### config.mk
export PLATFORM = sky130hd
export DESIGN_NAME = vga_sync_gen
export DESIGN_NICKNAME = d
export VERILOG_FILES = /design/src/rtl/vga_sync_gen.sv
export SDC_FILE = /design/constraint.sdc
export NUM_CORES = 1
export LEC_CHECK = 0
export BUFFER_PORTS_ARGS = -buffer_cell sky130_fd_sc_hd__buf_4
export CAP_MARGIN = 10
export CORE_MARGIN = 2
export CORE_UTILIZATION = 36
export DETAILED_ROUTE_END_ITERATION = 16
export PLACE_DENSITY = 0.53
export SLEW_MARGIN = 5
export SYNTH_ARGS = -nofsm -noshare
export SYNTH_HDL_FRONTEND = slang
export SYNTH_SLANG_ARGS = --single-unit
### constraint.sdc
create_clock -name clk -period 3.95 [get_ports clk]
set_input_delay 0.395 -clock clk [delete_from_list [all_inputs] [get_ports clk]]
set_output_delay 0.395 -clock clk [all_outputs]
set_load 0.05 [all_outputs]
### src/rtl/vga_sync_gen.sv
// Free-running VGA timing generator: beam position, syncs, display enable and line/frame strobes.
// Every output is a flop decoded from next-state hpos/vpos, so all outputs line up with hpos/vpos.
module vga_sync_gen #(
    parameter int H_ACTIVE  = 640,
    parameter int H_FP      = 16,
    parameter int H_SYNC    = 96,
    parameter int H_BP      = 48,
    parameter int V_ACTIVE  = 480,
    parameter int V_FP      = 10,
    parameter int V_SYNC    = 2,
    parameter int V_BP      = 33,
    parameter bit HSYNC_POL = 1'b0,
    parameter bit VSYNC_POL = 1'b0,
    parameter int CLK_DIV   = 1,
    parameter int CW        = 10
) (
    input  logic          clk,
    input  logic          reset,
    output logic          pix_ce,
    output logic [CW-1:0] hpos,
    output logic [CW-1:0] vpos,
    output logic          display_on,
    output logic          hsync,
    output logic          vsync,
    output logic          line_start,
    output logic          frame_start,
    output logic [7:0]    frame_cnt
);

    localparam int H_TOTAL = H_ACTIVE + H_FP + H_SYNC + H_BP;
    localparam int V_TOTAL = V_ACTIVE + V_FP + V_SYNC + V_BP;

    localparam logic [CW-1:0] H_LAST = CW'(H_TOTAL - 1);
    localparam logic [CW-1:0] V_LAST = CW'(V_TOTAL - 1);
    localparam logic [CW-1:0] H_ACT  = CW'(H_ACTIVE);
    localparam logic [CW-1:0] V_ACT  = CW'(V_ACTIVE);
    localparam logic [CW-1:0] HS_BEG = CW'(H_ACTIVE + H_FP);
    localparam logic [CW-1:0] HS_END = CW'(H_ACTIVE + H_FP + H_SYNC - 1);
    localparam logic [CW-1:0] VS_BEG = CW'(V_ACTIVE + V_FP);
    localparam logic [CW-1:0] VS_END = CW'(V_ACTIVE + V_FP + V_SYNC - 1);
    localparam logic [3:0]    DIV_LAST = 4'(CLK_DIV - 1);

    if (CLK_DIV < 1 || CLK_DIV > 16) begin : g_bad_div
        $error("vga_sync_gen: CLK_DIV must be in 1..16");
    end
    if (H_TOTAL > (1 << CW) || V_TOTAL > (1 << CW)) begin : g_bad_cw
        $error("vga_sync_gen: CW too narrow for H_TOTAL/V_TOTAL");
    end

    logic [3:0]    div_q;
    logic [3:0]    div_nxt;
    logic [CW-1:0] h_nxt;
    logic [CW-1:0] v_nxt;
    logic          h_wrap;
    logic          v_wrap;
    logic          hs_win;
    logic          vs_win;

    // pix_ce is the registered "divider is at its last count" flag; counters advance while it is high.
    always_comb begin
        div_nxt = (div_q == DIV_LAST) ? 4'd0 : div_q + 4'd1;
        h_wrap  = pix_ce && (hpos == H_LAST);
        v_wrap  = h_wrap && (vpos == V_LAST);
        h_nxt   = hpos;
        v_nxt   = vpos;
        if (pix_ce) h_nxt = h_wrap ? '0 : hpos + 1'b1;
        if (h_wrap) v_nxt = v_wrap ? '0 : vpos + 1'b1;
        hs_win  = (h_nxt >= HS_BEG) && (h_nxt <= HS_END);
        vs_win  = (v_nxt >= VS_BEG) && (v_nxt <= VS_END);
    end

    always_ff @(posedge clk) begin
        if (reset) begin
            div_q       <= 4'd0;
            pix_ce      <= 1'b0;
            hpos        <= '0;
            vpos        <= '0;
            display_on  <= 1'b1;
            hsync       <= ~HSYNC_POL;
            vsync       <= ~VSYNC_POL;
            line_start  <= 1'b0;
            frame_start <= 1'b0;
            frame_cnt   <= 8'd0;
        end else begin
            div_q       <= div_nxt;
            pix_ce      <= (div_nxt == DIV_LAST);
            hpos        <= h_nxt;
            vpos        <= v_nxt;
            display_on  <= (h_nxt < H_ACT) && (v_nxt < V_ACT);
            hsync       <= hs_win ? HSYNC_POL : ~HSYNC_POL;
            vsync       <= vs_win ? VSYNC_POL : ~VSYNC_POL;
            // Wraps only qualify on pix_ce cycles, so the strobes are one clk wide at any divide.
            line_start  <= h_wrap;
            frame_start <= v_wrap;
            if (v_wrap) frame_cnt <= frame_cnt + 8'd1;
        end
    end

endmodule
== After elaboration in Yosys (flattened, before gate mapping) ==
Index checks and enable logic that the tools add are counted.

* Input bits: 2
* Output and inout port bits: 34
* Register bits: 38
* Word-level logic and storage cells: 36

* Muxes and demuxes: 7
* Add/sub/neg operators: 4
* Equality and inequality tests: 2
* Magnitude comparators: 6
* Reductions and logical operators: 7

{| class="wikitable"
|+ Operators with widths
! operator !! number
|-
| 10-bit two-way mux || 4
|-
| 10-bit by 1-bit adder with 10-bit output, second input constant || 2
|-
| 10-bit == test, second input constant || 2
|-
| 10-bit greater-or-equal comparator, second input constant || 1
|-
| 10-bit by 9-bit greater-or-equal comparator with 1-bit output, second input constant || 1
|-
| 10-bit <= comparator, second input constant || 1
|-
| 10-bit by 9-bit <= comparator with 1-bit output, second input constant || 1
|-
| 10-bit < comparator, second input constant || 1
|-
| 10-bit by 9-bit < comparator with 1-bit output, second input constant || 1
|-
| 8-bit by 1-bit adder with 8-bit output, second input constant || 1
|-
| 4-bit zero test || 2
|-
| 1-bit logical AND || 5
|-
| 4-bit by 1-bit adder with 4-bit output, second input constant || 1
|-
| 4-bit two-way mux || 1
|-
| 1-bit two-way mux || 2
|}

== Depth between registers and ports, before layout ==
* Depth after elaboration: 8
* Gate-level depth with buffers: 9

== Worst setup path before layout ==
OpenSTA, ideal clock, no wires.

* Path type: register to register
* From: register hpos[0]
* To: register frame_cnt[6]
* Arrival time: 2270 ps
* Library setup time: 71 ps
* Stages on the path, launching flop included: 9
* Buffers on the path: 2
* Clock period less this slack: 2340 ps
* Required time: 3879 ps
* Path slack: 1610 ps
* Path through: dfxtp_1 ha_1 and2_1 clkbuf_2 and4_1 buf_6 nand4_4 or4_1 a21oi_1

* Longest elaborated chain between the ends: 3

{| class="wikitable"
|+ RTL lines
! element !! line !! RTL
|-
| from (decl) || 20 || <nowiki>output logic [CW-1:0] hpos,</nowiki>
|-
| from (signal assigned) || 87 || <nowiki>hpos <= h_nxt;</nowiki>
|-
| 10-bit == test || 62 || <nowiki>h_wrap = pix_ce && (hpos == H_LAST);</nowiki>
|-
| 1-bit logical AND || 62 ||
|-
| 1-bit logical AND || 63 || <nowiki>v_wrap = h_wrap && (vpos == V_LAST);</nowiki>
|-
| to (signal assigned) || 95 || <nowiki>if (v_wrap) frame_cnt <= frame_cnt + 8'd1;</nowiki>
|-
| to (decl) || 27 || <nowiki>output logic [7:0] frame_cnt</nowiki>
|}

Every way passes these cells.
A chain may end at the register's enable or synchronous reset.

== Final worst setup path ==
* From: register hpos[0]
* To: register vsync

* Longest elaborated chain between the ends: 8
* Elaborated cells between the ends (all ways): 9
* Those cells by class: 2 x order compare; 1 x eq/ne; 3 x mux; 3 x reduce/logical

{| class="wikitable"
|+ RTL lines
! element !! line !! RTL
|-
| 10-bit == test (*) || 62 ||
|-
| 1-bit logical AND (*) || 62 ||
|-
| 1-bit logical AND || 63 ||
|-
| 10-bit two-way mux || 67 || <nowiki>if (h_wrap) v_nxt = v_wrap ? '0 : vpos + 1'b1;</nowiki>
|-
| 10-bit two-way mux (*) || 67 ||
|-
| 10-bit by 9-bit greater-or-equal comparator with 1-bit output / 10-bit by 9-bit <= comparator with 1-bit output (equally long branches) || 69 || <nowiki>vs_win = (v_nxt >= VS_BEG) && (v_nxt <= VS_END);</nowiki>
|-
| 1-bit logical AND (*) || 69 ||
|-
| 1-bit two-way mux (*) || 91 || <nowiki>vsync <= vs_win ? VSYNC_POL : ~VSYNC_POL;</nowiki>
|-
| to (signal assigned) || 80 || <nowiki>vsync <= ~VSYNC_POL;</nowiki>
|-
| to (signal assigned) || 91 ||
|-
| to (decl) || 24 || <nowiki>output logic vsync,</nowiki>
|}

Mark *: on every way between the ends. The rest lies on a longest branch, timed or not.

==> summary.txt <==
Status = finished, final reports clean
Critical path start-end classification = reg -> reg
Initial DRC Count = 63
Mapped Cells = 225
Hold Violations, Final = 0
Final nets = 263
Clock sink total = 38
First-pass GRT wire length = 7490 um
DIE WIDTH = 77.5 um
Upper clock frequency limit = 406 MHz
I/O pin cnt = 36
Kind of launch point of the worst setup path = flop
Clock tree root buffer cell = sky130_fd_sc_hd__clkbuf_8
CTS tree = yes
Flop-to-flop setup slack = 1.49 ns
Maximum number of pins on one net before global-route repair = 27
Area growth, synth to finish = 22.0%
Number of max-slew violations in the final report = 0
Time the final worst path needs with I/O delays and setup = 2.46 ns
Share of synthesized cell area in and, or, nand and nor gates = 0.303
Routed wire length per instance = 13.3 um
Post-route clock skew = 0.00381 ns
Count of antenna diodes in the layout = 0
Hold buffers post-CTS = 0
Data arrival time at the worst-slack endpoint = 2.68 ns
Required time worst endpoint = 4.17 ns
Mux share of post-synthesis cell area = 0.0109
XOR/XNOR share of the synthesized area = 0.0900
Vias post-DR = 1655
Post-detailed-route DRC marker count = 0
Worst hold path class = in -> reg
Floorplan die area = 6010 um2
Number of setup buffers added after CTS = 0
Via count of the first global-routing pass = 1532
Initial antenna violation count = 0
Half-perimeter wire length of the detailed placement result = 3130 um
GR Overflow Total = 0
Delay of the slowest critical-path stage = 0.68 ns
Element type at the critical path end = flop
Overall routing resource usage = 0.155
Number of nets produced by synthesis = 233
Effective utilization at floorplan = 0.376
Power Density = 379 nW/um2
R2R Path End = vsync$_SDFF_PP1_
Cells traversed along the worst timing path = ha_1 > and2_1 > nand4_1 > or4_1 > and2_1 > o2111ai_1
Unrepaired setup endpoints after global routing = no
Worst-case reg-to-reg path depth = 6
Clock network latency to the later pin of the worst-skew pair = 0.29 ns
Deepest level of the CTS H-tree = 2
Vias per cell = 5.08
I/O Buffers = 35
Share of the clock period used by the worst path = 0.623
Worst-case headroom to the max-slew limit = 0.574
Netlist area before placement = 1950 um2
# setup viols final = 0
Average instance area after synthesis = 8.65 um2
Post-synthesis sequential area ratio = 0.391
Site row count = 26
Commonest cells after routing, fill and taps aside = 38 x sky130_fd_sc_hd__dfxtp_1, 36 x sky130_fd_sc_hd__buf_4, 24 x sky130_fd_sc_hd__nor2_1
Crit-path most repeated cell = sky130_fd_sc_hd__and2_1
Combinational family with the most area after synthesis = simple AND/OR/NAND/NOR gates
Number of register bits inferred by synthesis = 38
Most common library cell in the layout ignoring fill and taps = sky130_fd_sc_hd__dfxtp_1
Area fraction in compound gates after synthesis = 0.112
Total routed wirelength = 4350 um
Fraction of registers with async set or reset after synthesis = 0
Start of the worst register-to-register path = hpos[0]$_SDFF_PP0_
Top fanout value on the critical path = 15
Proportion of layout cells with a drive suffix above 1 = 0.188
Number of distinct library cells after synthesis = 44
Critical Path Stages = 6
Reported max-cap violation count = 0
Top cell family by delay on the critical path = simple AND/OR/NAND/NOR gates
Count of TritonRoute iterations in the first routing pass = 4
Number of warning messages in the yosys log = 0
Number of instances resized during post-cts repair = 0
Most common flop cell mapped by yosys = sky130_fd_sc_hd__dfxtp_1
Floorplan core area = 5170 um2
Synth Area in Adders = 0.0386
Buffer and inverter count on the worst path = 0
Worst hold path cell count = 2
Remaining antenna violation count after routing = 0
Maximum ir drop on the vdd rail = 0.000161 V
Hold_sp = reset
Leakage = 0.000891 uW
Number of buffers created by CTS = 5
Fin Hold WS = 0.456 ns
Hold Path Sink = frame_cnt[2]$_SDFFE_PP0P_
Maximum buffer depth of the clock tree = 2
Final Wtd Congestion = 0.841
Number of flops mapped to enable cells by yosys = 0
Worst Tran Pin Value = 0.635 ns
Worst path slowest cell = sky130_fd_sc_hd__or4_1
Final sum of negative setup slack = 0 ns
Clock transition time at the flip-flop clock pins of the worst setup and hold paths = 0.07 ns
Height of the chip = 77.5 um
==> area by class of cell <==
| type | instances | area [um2] |
|---|---|---|
| Fill cell | 544 | 2800 |
| Multi-Input combinational cell | 165 | 1080 |
| Sequential cell | 38 | 761 |
| Timing Repair Buffer | 36 | 270 |
| Tap cell | 70 | 87.6 |
| Clock buffer | 6 | 82.6 |
| Clock inverter | 2 | 60.1 |
| Inverter | 9 | 33.8 |
==> synth_stat cells, types with 5 or more instances <==
cell type,instances,area share
sky130_fd_sc_hd__dfxtp_1,38,0.39
sky130_fd_sc_hd__nor2_1,24,0.046
sky130_fd_sc_hd__xnor2_1,12,0.054
sky130_fd_sc_hd__nand3_1,13,0.033
sky130_fd_sc_hd__nor3_1,12,0.031
sky130_fd_sc_hd__nand4_1,8,0.026
sky130_fd_sc_hd__nand2_1,13,0.025
sky130_fd_sc_hd__o31ai_1,6,0.023
sky130_fd_sc_hd__nor4_1,5,0.016
sky130_fd_sc_hd__ha_1,6,0.039
sky130_fd_sc_hd__clkbuf_1,6,0.012
sky130_fd_sc_hd__xor2_1,8,0.036
sky130_fd_sc_hd__nand2b_1,5,0.016
sky130_fd_sc_hd__and2_1,5,0.016
sky130_fd_sc_hd__inv_1,9,0.017
sky130_fd_sc_hd__a21oi_1,10,0.026
==> kinds of logic (layout without fill, tap and decap cells) <==
kind of cell | count (synthesis) | count (layout)
AND/OR/NAND/NOR | 105 | 105
flip-flops | 38 | 38
AO/OA/AOI/OAI | 32 | 32
buffers and inverters | 22 | 53
XOR/XNOR | 20 | 20
adder cells (fa/ha/maj) | 6 | 6
multiplexers | 2 | 2
==> worst max-delay path by stage <==
stage / start / to / slack (ns)
3_3_place_gp: hpos[0]$_SDFF_PP0_ / display_on$_SDFF_PP1_ / 1.56
3_5_place_dp: hpos[0]$_SDFF_PP0_ / display_on$_SDFF_PP1_ / 1.47
4_1_cts: hpos[0]$_SDFF_PP0_ / display_on$_SDFF_PP1_ / 1.46
2_1_floorplan: hpos[0]$_SDFF_PP0_ / frame_cnt[6]$_SDFFE_PP0P_ / 1.61
5_1_grt: hpos[0]$_SDFF_PP0_ / vpos[4]$_SDFF_PP0_ / 1.23
6_report: hpos[0]$_SDFF_PP0_ / vsync$_SDFF_PP1_ / 1.49
==> state kept, by name, summed over array words and instances (netlist names) <==
name         cells
div_q            4
display_on       1
hsync            1
vpos            10
frame_cnt        8
line_start       1
frame_start      1
vsync            1
hpos            10
pix_ce           1
==> stage by stage <==
step	instance area [um2]	total power [uW]	cells	util	worst slack (ns)
floorplan	1950	484	225	-	1.61
global placement	2230	504	318	0.432	1.56
detailed placement	2230	504	318	0.432	1.47
CTS	2370	914	326	0.459	1.46
global route	2370	940	326	0.459	1.23
finish	2370	900	326	0.459	1.49
==> per-layer routing <==
metal,vias up,global-route usage,routed length [um]
met5,-,0,0
met4,0,0.0482,53
met3,5,0.0419,219
met2,38,0.225,1900
met1,749,0.221,2170
li1,863,-,-
==> power breakdown <==
group / internal (uW) / leakage (uW) / switching, uW
clock network: 269 / 0.0000714 / 137
logic: 27.6 / 0.000513 / 53.2
registers: 395 / 0.000307 / 17.8
total: 692 / 0.000891 / 208
Power figures use the tool's default switching activity.
